### src/rtl/mx_pkg.sv
// rtl/mx_pkg.sv - shared state type, frame constants and CRC-8 helper for mx_frame_ctrl
// The CRC helper is only referenced when MX_FRAME_CRC_EN is defined.
package mx_pkg;

   typedef enum logic [2:0] {
      ST_IDLE,
      ST_PREAMBLE,
      ST_SFD,
      ST_LEN,
      ST_PAYLOAD,
      ST_CRC,
      ST_DONE
   } mx_state_t;

   localparam logic [7:0] MX_PREAMBLE = 8'h55;
   localparam logic [7:0] MX_CRC_POLY = 8'h07;

   // One byte of CRC-8, MSB-first, no reflection.
   function automatic logic [7:0] crc8_update(input logic [7:0] crc, input logic [7:0] data);
      logic [7:0] c;
      c = crc ^ data;
      for (int i = 0; i < 8; i++) begin
         c = c[7] ? ({c[6:0], 1'b0} ^ MX_CRC_POLY) : {c[6:0], 1'b0};
      end
      return c;
   endfunction

endpackage

### src/rtl/mx_byte_fifo.sv
// rtl/mx_byte_fifo.sv - payload byte FIFO with occupancy count
// A push while full is accepted only when a pop happens in the same cycle.
module mx_byte_fifo #(
   parameter int DEPTH = 16,
   localparam int CW = $clog2(DEPTH + 1)
) (
   input  logic          clk,
   input  logic          rst,
   input  logic          push,
   input  logic          pop,
   input  logic [7:0]    din,
   output logic [7:0]    dout,
   output logic [CW-1:0] count,
   output logic          full,
   output logic          empty
);

   localparam int AW = (DEPTH > 1) ? $clog2(DEPTH) : 1;
   localparam logic [AW-1:0] LAST = AW'(DEPTH - 1);

   logic [7:0]    mem [DEPTH];
   logic [AW-1:0] rd_ptr;
   logic [AW-1:0] wr_ptr;
   logic          do_push;
   logic          do_pop;

   assign full    = (count == CW'(DEPTH));
   assign empty   = (count == '0);
   assign do_pop  = pop && !empty;
   assign do_push = push && (!full || do_pop);
   assign dout    = mem[rd_ptr];

   always_ff @(posedge clk) begin
      if (do_push) begin
         mem[wr_ptr] <= din;
      end
   end

   always_ff @(posedge clk) begin
      if (rst) begin
         rd_ptr <= '0;
         wr_ptr <= '0;
         count  <= '0;
      end else begin
         if (do_push) begin
            wr_ptr <= (wr_ptr == LAST) ? '0 : wr_ptr + AW'(1);
         end
         if (do_pop) begin
            rd_ptr <= (rd_ptr == LAST) ? '0 : rd_ptr + AW'(1);
         end
         case ({do_push, do_pop})
            2'b10:   count <= count + CW'(1);
            2'b01:   count <= count - CW'(1);
            default: count <= count;
         endcase
      end
   end

endmodule

### src/rtl/mx_frame_ctrl.sv
// rtl/mx_frame_ctrl.sv - frames buffered payload as preamble/SFD/LEN/payload[/CRC] bytes
// Optional trailing CRC-8 byte enabled by defining MX_FRAME_CRC_EN.
module mx_frame_ctrl
   import mx_pkg::*;
#(
   parameter int         PREAMBLE_BYTES = 2,
   parameter logic [7:0] SFD_BYTE       = 8'hD5,
   parameter int         DEPTH          = 16
) (
   input  logic       clk,
   input  logic       rst,
   input  logic       wr_en,
   input  logic [7:0] wr_data,
   output logic       full,
   input  logic       send,
   output logic       busy,
   output logic       done,
   output logic       tx_valid,
   output logic [7:0] tx_data,
   input  logic       tx_rdy
);

   localparam int CW = $clog2(DEPTH + 1);
   localparam logic [3:0] PRE_N = 4'(PREAMBLE_BYTES);

   mx_state_t     state;
   logic [3:0]    pre_cnt;
   logic [CW-1:0] len;
   logic [CW-1:0] left;
   logic [7:0]    byte_q;
   logic [7:0]    fifo_dout;
   logic [CW-1:0] fifo_count;
   logic          fifo_empty;
   logic          hs;
   logic          pop;
`ifdef MX_FRAME_CRC_EN
   logic [7:0]    crc;
`endif

   assign hs  = tx_valid && tx_rdy;
   assign pop = hs && (state == ST_PAYLOAD);

   // Payload bytes come straight from the FIFO head so the next byte is ready right after a pop.
   assign tx_data = (state == ST_PAYLOAD) ? fifo_dout : byte_q;

   mx_byte_fifo #(.DEPTH(DEPTH)) u_fifo (
      .clk   (clk),
      .rst   (rst),
      .push  (wr_en),
      .pop   (pop),
      .din   (wr_data),
      .dout  (fifo_dout),
      .count (fifo_count),
      .full  (full),
      .empty (fifo_empty)
   );

   always_ff @(posedge clk) begin
      if (rst) begin
         state    <= ST_IDLE;
         pre_cnt  <= '0;
         len      <= '0;
         left     <= '0;
         byte_q   <= '0;
         tx_valid <= 1'b0;
         busy     <= 1'b0;
         done     <= 1'b0;
`ifdef MX_FRAME_CRC_EN
         crc      <= '0;
`endif
      end else begin
         done <= 1'b0;
         case (state)
            ST_IDLE: begin
               if (send && !fifo_empty) begin
                  len      <= fifo_count;
                  left     <= fifo_count;
                  pre_cnt  <= 4'd1;
                  byte_q   <= MX_PREAMBLE;
                  tx_valid <= 1'b1;
                  busy     <= 1'b1;
                  state    <= ST_PREAMBLE;
`ifdef MX_FRAME_CRC_EN
                  crc      <= '0;
`endif
               end
            end
            ST_PREAMBLE: begin
               if (hs) begin
                  if (pre_cnt == PRE_N) begin
                     byte_q <= SFD_BYTE;
                     state  <= ST_SFD;
                  end else begin
                     pre_cnt <= pre_cnt + 4'd1;
                  end
               end
            end
            ST_SFD: begin
               if (hs) begin
                  byte_q <= 8'(len);
                  state  <= ST_LEN;
               end
            end
            ST_LEN: begin
               if (hs) begin
                  state <= ST_PAYLOAD;
`ifdef MX_FRAME_CRC_EN
                  crc   <= crc8_update(crc, byte_q);
`endif
               end
            end
            ST_PAYLOAD: begin
               if (hs) begin
                  left <= left - CW'(1);
`ifdef MX_FRAME_CRC_EN
                  crc  <= crc8_update(crc, fifo_dout);
`endif
                  if (left == CW'(1)) begin
`ifdef MX_FRAME_CRC_EN
                     byte_q   <= crc8_update(crc, fifo_dout);
                     state    <= ST_CRC;
`else
                     tx_valid <= 1'b0;
                     done     <= 1'b1;
                     state    <= ST_DONE;
`endif
                  end
               end
            end
`ifdef MX_FRAME_CRC_EN
            ST_CRC: begin
               if (hs) begin
                  tx_valid <= 1'b0;
                  done     <= 1'b1;
                  state    <= ST_DONE;
               end
            end
`endif
            ST_DONE: begin
               busy  <= 1'b0;
               state <= ST_IDLE;
            end
            default: begin
               tx_valid <= 1'b0;
               busy     <= 1'b0;
               state    <= ST_IDLE;
            end
         endcase
      end
   end

endmodule

### config.mk
export PLATFORM = sky130hd
export DESIGN_NAME = mx_frame_ctrl
export DESIGN_NICKNAME = d
export VERILOG_FILES = /design/src/rtl/mx_pkg.sv /design/src/rtl/mx_byte_fifo.sv /design/src/rtl/mx_frame_ctrl.sv
export SDC_FILE = /design/constraint.sdc
export NUM_CORES = 1
export LEC_CHECK = 0
export ABC_AREA = 0
export BUFFER_PORTS_ARGS = -buffer_cell sky130_fd_sc_hd__buf_4
export CAP_MARGIN = 25
export CORE_MARGIN = 2
export CORE_UTILIZATION = 61
export DETAILED_ROUTE_END_ITERATION = 12
export PLACE_DENSITY = 0.79
export REMOVE_ABC_BUFFERS = 1
export SYNTH_ARGS = -nofsm -noshare
export SYNTH_HDL_FRONTEND = slang
export SYNTH_HIERARCHICAL = 1
export SYNTH_SLANG_ARGS = --single-unit
### constraint.sdc
create_clock -name clk -period 3.47 [get_ports clk]
set_clock_uncertainty 0.15 [all_clocks]
set_input_delay 0.694 -clock clk [delete_from_list [all_inputs] [get_ports clk]]
set_output_delay 0.694 -clock clk [all_outputs]
set_load 0.02 [all_outputs]
* Word-level counts from Yosys, hierarchy flattened
Memory sizes are Yosys's and may differ from the RTL's. A register that Yosys moved wholly into a read port is not among the register bits.
Index checks and enable logic that the tools add are counted.
Widths: inputs -> output; s select.
** Storage, ports and cells
- Memories :: 1
- RAM bits :: 128
- Output and inout bits :: 12
- Register bits after elaboration :: 41
- Logic and storage cells :: 100
** Memory list
- u_fifo.mem :: words 16, width 8, read ports 1, clocked after Yosys merged registers in 1, wr ports 1, RTL line mx_byte_fifo.sv:21 : logic [7:0] mem [DEPTH];
** Cells by class
- Reductions and logical operators :: 24
- Add/sub/neg operators :: 6
- Muxes and demuxes :: 34
- Equal/unequal tests :: 20
- Bitwise logic cells :: 4
** Operators with widths (number)
- $mux 8 :: 5
- $mux 4 :: 7
- $pmux 8 s3 :: 1
- $mux 3 :: 7
- $pmux 5 s2 :: 2
- $pmux 3 s5 :: 1
- $ne 2x2->1 const B :: 7
- $add 4x1->4 const B :: 3
- $mux 5 :: 2
- $sub 5x1->5 const B :: 2
- $eq 4x4->1 const B :: 2
- $pmux 4 s2 :: 1
- $reduce_and 4->1 :: 2
- $reduce_or 4->1 :: 2
- $reduce_and 7->1 :: 1
- $eq 3x2->1 const B :: 2
- $eq 3x3->1 const B :: 2
- $mux 1 :: 6
- $reduce_bool 2->1 :: 3
- $add 5x1->5 const B :: 1
- $eq 5x1->1 const B :: 1
- $eq 5x5->1 const B :: 1
- $logic_and 1x1->1 :: 5
- $logic_not 5->1 :: 1
- other kinds (16) :: 21

* Depth between registers and ports, before layout
Gate-level depths: netlist of the first run.
- Word-level depth :: 7
- Gate-level depth with buffers :: 11
- Gate-level depth less buffers :: 8

* Cells and area by module
The synthesis of the first run kept the hierarchy.
** Modules (own cells, without submodules)
- mx_byte_fifo :: times used 1, cells an instance 319, area each 5835.6 um^2, seq. area each 4184.0 um^2
- mx_frame_ctrl :: times used 1, cells an instance 191, area each 1507.7 um^2, seq. area each 540.5 um^2

* Least setup slack after synthesis of the first run
No wires, ideal clock.
- Path kind :: register -> register
- Start :: register state[2]
- End :: memory u_fifo.mem[13][0], enable pin
- Library setup time :: 0.383 ns
- Required time :: 2.937 ns
- Slack :: 0.472 ns
- Data arrival time :: 2.465 ns
- Cell stages (with the launch flop) :: 10
- Buffers on the path :: 4
- Cells stage by stage :: dfxtp_1 buf_2 or3b_1 clkbuf_1 buf_2 nor2_1 nand2b_1 o21ai_2 buf_2 nor3_1
** Between the ends
- Longest elaborated chain between the ends :: 7
** RTL lines
- start: declaration :: RTL line mx_frame_ctrl.sv:26 : mx_state_t state;
- start signal: assignment :: RTL line mx_frame_ctrl.sv:60 : state <= ST_IDLE;
- start signal: assignment :: RTL line mx_frame_ctrl.sv:82 : state <= ST_PREAMBLE;
- start signal: assignment :: RTL line mx_frame_ctrl.sv:92 : state <= ST_SFD;
- $eq 3x3->1 :: RTL line mx_frame_ctrl.sv:41 : assign pop = hs && (state == ST_PAYLOAD);
- $logic_and 1x1->1 :: RTL line mx_frame_ctrl.sv:41
- named net pop :: RTL line mx_frame_ctrl.sv:35 : logic pop;
- $logic_and 1x1->1 :: RTL line mx_byte_fifo.sv:29 : assign do_pop = pop && !empty;
- $logic_or 1x1->1 :: RTL line mx_byte_fifo.sv:30 : assign do_push = push && (!full || do_pop);
- $logic_and 1x1->1 :: RTL line mx_byte_fifo.sv:30
- $mux 1 :: RTL line mx_byte_fifo.sv:34 : if (do_push) begin
- $mux 1 (not written as such) :: RTL line mx_byte_fifo.sv:35 : mem[wr_ptr] <= din;
- end: declaration :: RTL line mx_byte_fifo.sv:21
The timed path passes the listed nets, and every way through them passes these cells.

==> impl_metrics.tcl, run 1 <==
set metrics [dict create \
    cp_common_cell "nand2_1" \
    status "finished clean" \
    cp_max_fo 9 \
    drive_above_1_share_pct 20.98 \
    cp_data_required_time_ns 2.63 \
    drt_pass1_iterations 5 \
    worstHoldPathType "reg2reg" \
    vias 4466 \
    cp-end-kind "output pin" \
    fin_ws_ns 0.2660 \
    max_freq_ghz 0.3121 \
    clk_latency_ns 0.42 \
    fin_area_um2 8323 \
    worst_slew_pin_slew_ns 0.7919 \
    dieArea_um2 12930 \
    finalCritPeriodShare_pct 92.33 \
    synthTopCellsByArea "edfxtp_1 (52%), dfxtp_1 (12%), mux4_2 (9.8%), nand2_1 (2.6%), a21oi_1 (2.2%)" \
    ir_drop_uv 454.9 \
    tns_ns 0 \
    relSlewSlack_pct 47.10 \
    cts_buffers 17 \
    arrival_ns 2.36 \
    num_rows 40 \
    grt_setup_unrepaired "no" \
    ys_seq_area_share_pct 64.34 \
    synth_area_um2 7343 \
    yosysMostFrequentCell "edfxtp_1" \
    grt_overflow 0 \
    min_path_cells 2 \
    final_util_pct 70.17 \
    h-tree-depth 4 \
    hpwl_um 9886 \
    syn_to_final_growth_pct 13.34 \
    preCtsSetupSlack_ns 0.4006 \
    coreArea_um2 11860 \
    critPathKind "reg2out" \
    nets 566 \
    tritoncts "yes" \
    io_pins 25 \
    yosys_warnings 6 \
    period_needed_ns 3.204 \
    yosysTopAreaCell "edfxtp_1" \
    crit_path_cell_trace "buf_4, mux4_2, a22oi_1, nand2_1, nand2_1, nand2_1, buf_4" \
    track_usage_pct 25.74 \
    die_h_um 113.7 \
    slowest_stage "mux4_2" \
    hold_viol_final 0 \
    synth_commonest_cells "edfxtp_1 (128), nand2_1 (51), dfxtp_1 (44), a21oi_1 (32), mux4_2 (32)" \
    synthFlopType "edfxtp_1" \
    ys_types 68 \
    first_global_vias 4450 \
    wire_per_inst_um 22.24 \
    clk_pin_slew_worst_paths_ns 0.07 \
    ys_ff_latch 172 \
    grt_pass1_wl_um 24290 \
    worst_setup_path_start_kind "register" \
    start_util_pct 61.91 \
    finalSetupViolCount 0 \
    r2r_cells 8 \
    synth_edf_count 128 \
    ant_nets 0 \
    drt_wl_total_um 15570 \
    antenna_found_initial 0 \
    drt-vias-per-instance 6.380 \
    antenna_cells 0 \
    synth-async-reset-ratio_pct 0 \
    die_w_um 113.7 \
    cts_sinks 172 \
    root_buffer "clkbuf_16" \
    numPortBuffers 24 \
    finalMaxSlewViolations 0 \
    leakage_nw 2.861 \
    cellPowerDensity_nw_per_um2 539.3 \
    drc 0 \
    yosysTopAreaCellShare_pct 52.34 \
    drv_cap 0 \
    first_iter_violations 381 \
    syn_avg_cell_area_um2 14.40 \
    synth_cells 510 \
    clock_path_buffers 2 \
    max_stage_delay_ns 0.52 \
    grt_start_max_net_pins 44 \
    routabilityCongestion 0.8377 \
    placed_area_um2 7712 \
]
==> worst paths after layout <==
check	startpoint	to	slack (ns)
max reg2reg	state[2]$_SDFFE_PP0P_	u_fifo/count[4]$_SDFFE_PP0P_	0.34
min	len[3]$_SDFFE_PP0P_	len[3]$_SDFFE_PP0P_	0.33
max	register	tx_data[4]	0.27
min reg2reg	len[3]$_SDFFE_PP0P_	len[3]$_SDFFE_PP0P_	0.33
==> per-stage QoR <==
step                      hold slack [ns]  cells  power, W
final                              0.3338    700  0.004489
after global routing               0.3515    700  0.004636
after CTS                          0.3295    700  0.004522
after detailed placement           0.3135    668  0.002618
after global placement             0.3019    668  0.002602
after floorplan                    0.2803    484  0.002500
==> final cells by class <==
type | instances | area [um2]
Fill cell | 758 | 3538
Timing Repair Buffer | 37 | 302.8
Inverter | 15 | 56.30
Clock buffer | 17 | 425.4
Clock inverter | 15 | 182.7
Multi-Input combinational cell | 297 | 2444
Tap cell | 147 | 183.9
Sequential cell | 172 | 4728
==> kinds of logic after synthesis <==
group	synth area share, %
xor gates and xnor gates	0.3579
and+or+nand+nor	10.70
muxes	11.21
buffers and inverters	2.385
adders and majority gates	2.607
AOI/OAI and AO/OA	8.400
DFF	64.34
==> worst max-delay path, delay by kind of cell (launching register included) <==
kind / cells / cell delay, ns
DFF: 1 / 0.46
muxes: 1 / 0.52
buffers and inverters: 2 / 0.34
AOI/OAI and AO/OA: 1 / 0.38
and+or+nand+nor: 3 / 0.23
==> cell usage in the layout (no fill, tap or decap), types with 3 or more instances in the layout <==
cell type  netlist  layout
edfxtp_1       128     128
nand2_1         51      51
dfxtp_1         44      43
buf_4            1      35
a21oi_1         32      32
mux4_2          32      32
nor2_1          21      21
clkbuf_16        0      17
a22oi_1         16      16
inv_1           14      14
nor3_1          14      14
and3_1          12      12
ha_1            12      12
mux2i_1          8       8
nand3_1          7       7
nand2b_1         7       7
o21ai_0          7       7
nor4_1           5       5
o21ai_1          5       5
nor2b_1          5       5
inv_6            0       5
a211oi_1         4       4
nand4_1          4       4
and2_1           3       3
a311o_1          3       3
==> power by group <==
part           internal [W]  total [W]  switching [W]
logic              0.000109   0.000291       0.000182
registers           0.00225    0.00229      0.0000367
clock network       0.00109    0.00191       0.000825
total               0.00345    0.00449        0.00104
==> metal layers <==
| metal | wire length (um) | global-route usage (%) | up-vias |
|---|---|---|---|
| met1 | 6421 | 34.88 | 2227 |
| met4 | 457 | 10.57 | 0 |
| met5 | 0 | 0 | - |
| li1 | - | - | 2040 |
| met2 | 7674 | 40.44 | 159 |
| met3 | 1014 | 6.695 | 40 |
==> sequential cells by signal (all words and copies together), names as in the netlist, named ones only <==
name	count
len	5
left	5
u_fifo/rd_ptr	4
done	1
busy	1
u_fifo/mem	128
tx_valid	1
pre_cnt	4
state	3
byte_q	7
u_fifo/count	5
u_fifo/wr_ptr	4
==> timing repair <==
item                       4_1_cts  5_1_grt
buffers inserted                 0        0
setup endpoints to repair        0        1
gates resized for setup          0        1
hold buffers                     0        0
(Power assumes the default switching activity.)
==> run 2, diff against run 1 <==
--- a/config.mk
+++ b/config.mk
@@ -12,6 +12,7 @@
 export CORE_UTILIZATION = 61
 export DETAILED_ROUTE_END_ITERATION = 12
 export PLACE_DENSITY = 0.79
+export RECOVER_POWER = 50
 export REMOVE_ABC_BUFFERS = 1
 export SYNTH_ARGS = -nofsm -noshare
 export SYNTH_HDL_FRONTEND = slang
==> run 2 against run 1 <==
Effect of this change:
- critical path type unchanged
- sequential cell count stayed put
- largest cell class unchanged
- largest power group unchanged
- final cell count stayed put
- critical endpoint is now tx_data[6]
- sequential share of layout area is 0.55 points higher
- maximum frequency is 0.69% higher
- first-iteration DRC count is 9.7% lower
==> impl_metrics.tcl, run 2 (same netlist as run 1, synthesis figures left out) <==
set metrics [dict create \
    p_clk_share_pct 42.8 \
    met3_usage_pct 6.695 \
    intPower_w 0.003435 \
    h-tree-depth 4 \
    antenna_found_initial 0 \
    leakage_nw 2.805 \
    status "finished clean" \
    die_w_um 113.7 \
    p_switching_w 0.001041 \
    drv_cap 0 \
    largest_reg_flops 128 \
    hold_viol_final 0 \
    worst_slew_pin_slew_ns 0.9132 \
    first_iter_violations 344 \
    numPortBuffers 24 \
    syn_to_final_growth_pct 12.25 \
    use_met2_pct 40.44 \
    worstHoldPathType "reg2reg" \
    final_cell_mix "edfxtp_1 (128), nand2_1 (51), dfxtp_1 (43), a21oi_1 (32), mux4_2 (32)" \
    relSlewSlack_pct 38.65 \
    first_global_vias 4450 \
    grt_overflow 0 \
    ir_drop_uv 450.4 \
    finalCritPeriodShare_pct 91.70 \
    period_needed_ns 3.182 \
    worst_setup_path_start_kind "register" \
    nets 566 \
    antenna_cells 0 \
    hpwl_um 9886 \
    io_pins 25 \
    largest_registers "u_fifo/mem: 128 flops, byte_q: 7 flops" \
    start_util_pct 61.91 \
    max_freq_ghz 0.3143 \
    fillers 773 \
    clk_pin_slew_worst_paths_ns 0.07 \
    drc 0 \
    die_h_um 113.7 \
    p_comb_share_pct 6.2 \
    cp_max_fo 9 \
    cts_sinks 172 \
    num_rows 40 \
    arrival_ns 2.34 \
    layout_commonest_cell "edfxtp_1" \
    finalMaxSlewViolations 0 \
    cellPowerDensity_nw_per_um2 543.1 \
    met1_usage_pct 34.88 \
    ant_nets 0 \
    p_seq_share_pct 51.0 \
    drive_above_1_share_pct 17.90 \
    critPathKind "reg2out" \
    wire_per_inst_um 22.20 \
    drt_pass1_iterations 5 \
    final_cells 700 \
    track_usage_pct 25.74 \
    grt_pass1_wl_um 24290 \
    routabilityCongestion 0.8377 \
    top_usage_layer "met2" \
    dpl.cell_count 668 \
    clock_path_buffers 2 \
    swShare_pct 23.26 \
    drt_wl_total_um 15540 \
    tritoncts "yes" \
    clk_latency_ns 0.43 \
    drt-vias-per-instance 6.371 \
    cts_setup_buffers 0 \
    dieArea_um2 12930 \
    root_buffer "clkbuf_16" \
    finalSetupViolCount 0 \
    cp-end-kind "output pin" \
    vias 4460 \
    coreArea_um2 11860 \
    cp_data_required_time_ns 2.63 \
    grt_setup_unrepaired "no" \
    grt_start_max_net_pins 44 \
    cts_buffers 17 \
    tns_ns 0 \
    regMostFlops "u_fifo/mem" \
    fin_hold_ws_ns 0.3293 \
]
run 2: cell count changes in the layout (fill, tap and decap cells not counted), moves of 3 or more:
cell      before  now
buf_4         35   23
clkbuf_1       0   12
o21ai_0        7   10
o21ai_1        5    2
run 2: routing by layer:
| metal | part of all wire [%] | wire (um) |
|---|---|---|
| met2 | 50 | 7749 |
| met3 | 6.9 | 1078 |
| met1 | 40 | 6274 |
| met5 | 0 | 0 |
| met4 | 2.8 | 436 |
run 2: timing repair:
item | CTS | global route
endpoints found under the hold margin | 0 | 0
gates resized for setup | 0 | 1
setup endpoints to repair | 0 | 1
hold buffers | 0 | 0
run 2: metrics by stage:
| stage | utilization [%] | worst slack (ns) | total power (W) | cell area (um2) |
|---|---|---|---|---|
| finish | 69.49 | 0.2880 | 0.004476 | 8243 |
| CTS | 70.15 | 0.1389 | 0.004522 | 8320 |
| global route | 69.49 | 0.05754 | 0.004621 | 8243 |
| floorplan | - | 0.1027 | 0.002500 | 7224 |
| global placement | 65.02 | 0.5179 | 0.002602 | 7712 |
| detailed placement | 65.02 | 0.4006 | 0.002618 | 7712 |
run 2: path summary, 6_finish.rpt:
kind,startpoint,endpoint,slack [ns],depth (start not counted)
worst max-delay path,register,tx_data[6],0.29,7
worst min register to register,len[4]$_SDFFE_PP0P_,len[4]$_SDFFE_PP0P_,0.33,2
worst max register to register,state[2]$_SDFFE_PP0P_,u_fifo/mem[8][4]$_DFFE_PP_,0.38,6
worst min-delay path,len[4]$_SDFFE_PP0P_,len[4]$_SDFFE_PP0P_,0.33,2
run 2: area by class of cell:
class	instances	area, um2	area share, %
clock buffers	17	425.4	5.161
clock inverters	15	182.7	2.216
inverters	15	56.30	0.6831
multi-input cells	297	2409	29.22
flip-flops and latches	172	4728	57.36
well taps	147	183.9	2.231
repair buffers	37	257.7	3.127
run 2: power groups by stage:
stage	sequential [W]	clock (W)	combinational [W]
finish	0.00228	0.00192	0.000276
global route	0.00229	0.00203	0.000306
CTS	0.00229	0.00195	0.000290
detailed placement	0.00233	0	0.000288
global placement	0.00233	0	0.000275
floorplan	0.00232	0	0.000177
run 2: critical path, stage by stage (launching register included):
cell     delay, ns
dfxtp_4       0.46
buf_4         0.19
mux4_2        0.55
a22oi_1       0.34
nand2_1       0.10
nand2_1       0.07
nand2_1       0.06
buf_4         0.15
==> run 3, diff against run 2 <==
--- a/config.mk
+++ b/config.mk
@@ -6,12 +6,12 @@
 export NUM_CORES = 1
 export LEC_CHECK = 0
 export ABC_AREA = 0
-export BUFFER_PORTS_ARGS = -buffer_cell sky130_fd_sc_hd__buf_4
 export CAP_MARGIN = 25
 export CORE_MARGIN = 2
 export CORE_UTILIZATION = 61
 export DETAILED_ROUTE_END_ITERATION = 12
-export PLACE_DENSITY = 0.79
+export DONT_BUFFER_PORTS = 1
+export PLACE_DENSITY = 0.77
 export RECOVER_POWER = 50
 export REMOVE_ABC_BUFFERS = 1
 export SYNTH_ARGS = -nofsm -noshare
==> run 3 against run 2 <==
Effect of this change:
- power down 0.61%
- largest cell class unchanged
- core utilization down 1.2 points
- via count down 2.3%
- non-clock buffer count down 23
- global-route usage down 1.0 points
- critical path depth down 1
==> impl_metrics.tcl, run 3 (same netlist as run 1, synthesis figures left out) <==
set metrics [dict create \
    grt_pass1_wl_um 23420 \
    drc 0 \
    crit_family "multiplexers" \
    die_h_um 113.7 \
    cts_setup_buffers 0 \
    cp-end-kind "output pin" \
    syn_to_final_growth_pct 10.26 \
    numPortBuffers 0 \
    h-tree-depth 4 \
    r2r_cells 8 \
    clock_path_buffers 2 \
    vias 4359 \
    hpwl_um 9571 \
    die_w_um 113.7 \
    final_cell_mix "edfxtp_1 (128), nand2_1 (51), dfxtp_1 (43), a21oi_1 (32), mux4_2 (32)" \
    num_rows 40 \
    coreArea_um2 11860 \
    layout_commonest_cell "edfxtp_1" \
    drt_wl_total_um 14890 \
    final_cells 677 \
    cp_data_required_time_ns 2.63 \
    cts_sinks 172 \
    leakage_nw 2.717 \
    crit_path_cell_trace "buf_4, mux4_2, a22oi_1, nand2_1, nand2_1, nand2_1" \
    hold_buffers 0 \
    clk_pin_slew_worst_paths_ns 0.07 \
    drv_cap 0 \
    track_usage_pct 24.73 \
    start_util_pct 61.91 \
    hold_viol_final 0 \
    worst_setup_path_start_kind "register" \
    max_stage_delay_ns 0.51 \
    first_global_vias 4207 \
    dpl.cell_count 645 \
    clk_latency_ns 0.43 \
    worstHoldPathType "in2reg" \
    cp_common_cell "nand2_1" \
    arrival_ns 2.35 \
    ant_nets 0 \
    r2r_end "u_fifo/count[4]$_SDFFE_PP0P_" \
    tns_ns 0 \
    routabilityCongestion 0.8575 \
    path_buf_inv 1 \
    cellPowerDensity_nw_per_um2 549.5 \
    relSlewSlack_pct 43.41 \
    io_pins 25 \
    min_path_cells 1 \
    drive_above_1_share_pct 16.04 \
    worst_slew_pin_slew_ns 0.8423 \
    fillers 794 \
    r2r_setup_slack_ns 0.35 \
    fin_hold_ws_ns 0.1795 \
    finalCritPeriodShare_pct 92.10 \
    wire_per_inst_um 21.99 \
    grt_start_max_net_pins 44 \
    slowest_stage "mux4_2" \
    grt_setup_unrepaired "no" \
    finalSetupViolCount 0 \
    drt-vias-per-instance 6.439 \
    finalMaxSlewViolations 0 \
    postCtsResizedCells 0 \
    drt_pass1_iterations 7 \
    cts_buffers 17 \
    min_to "state[2]$_SDFFE_PP0P_" \
    nets 543 \
    largest_reg_flops 128 \
    period_needed_ns 3.196 \
    ir_drop_uv 402.1 \
    cp_max_fo 7 \
    antenna_found_initial 0 \
    r2r_start "state[2]$_SDFFE_PP0P_" \
    critPathKind "reg2out" \
    regMostFlops "u_fifo/mem" \
    max_freq_ghz 0.3129 \
    dieArea_um2 12930 \
    first_iter_violations 462 \
    tritoncts "yes" \
    holdCritStartpoint "rst" \
    grt_overflow 0 \
    largest_registers "u_fifo/mem: 128 flops, byte_q: 7 flops" \
    antenna_cells 0 \
    root_buffer "clkbuf_16" \
    status "finished clean" \
]
-- run 3: worst max-delay path by stage --
stage | from | end | slack, ns | cells past startpoint
2_1_floorplan | register | tx_data[5] | 0.10 | 4
3_3_place_gp | state[2]$_SDFFE_PP0P_ | u_fifo/count[4]$_SDFFE_PP0P_ | 0.51 | 8
3_5_place_dp | state[2]$_SDFFE_PP0P_ | u_fifo/count[4]$_SDFFE_PP0P_ | 0.46 | 8
4_1_cts | register | tx_data[0] | 0.29 | 6
5_1_grt | register | tx_data[2] | 0.14 | 6
6_report | register | tx_data[0] | 0.27 | 6
-- run 3: layout make-up --
type / count / area (um2) / share of cell area (%)
sequential: 172 / 4726 / 58.37
multi-input combinational: 297 / 2405 / 29.70
clock buffer: 17 / 425.4 / 5.254
clock inverter: 15 / 190.2 / 2.349
tap: 147 / 183.9 / 2.272
timing repair buffer: 14 / 110.1 / 1.360
inverter: 15 / 56.30 / 0.6954
-- run 3: through the flow --
| stage | utilization, % | worst slack, ns | power (W) | instance area [um2] |
|---|---|---|---|---|
| floorplan | - | 0.1027 | 0.002500 | 7224 |
| global placement | 63.46 | 0.5125 | 0.002544 | 7527 |
| detailed placement | 63.46 | 0.4601 | 0.002554 | 7527 |
| CTS | 68.65 | 0.2872 | 0.004493 | 8143 |
| global route | 68.26 | 0.1383 | 0.004596 | 8097 |
| finish | 68.26 | 0.2742 | 0.004449 | 8097 |
-- run 3: routing by layer --
layer  global-route usage (%)  vias to the layer above  share of wire (%)
met5                        0                        -                  0
met4                    7.724                        0                1.5
met3                    6.376                       19                7.6
met2                    39.04                      158                 49
met1                    34.46                     2185                 42
li1                         -                     1997                  -
-- run 3: report_power, final --
group | switching, W | leakage, nW | internal (W) | total [W]
registers | 0.0000336 | 1.51 | 0.00225 | 0.00228
clock network | 0.000801 | 0.288 | 0.00115 | 0.00195
logic | 0.000138 | 0.915 | 0.0000800 | 0.000218
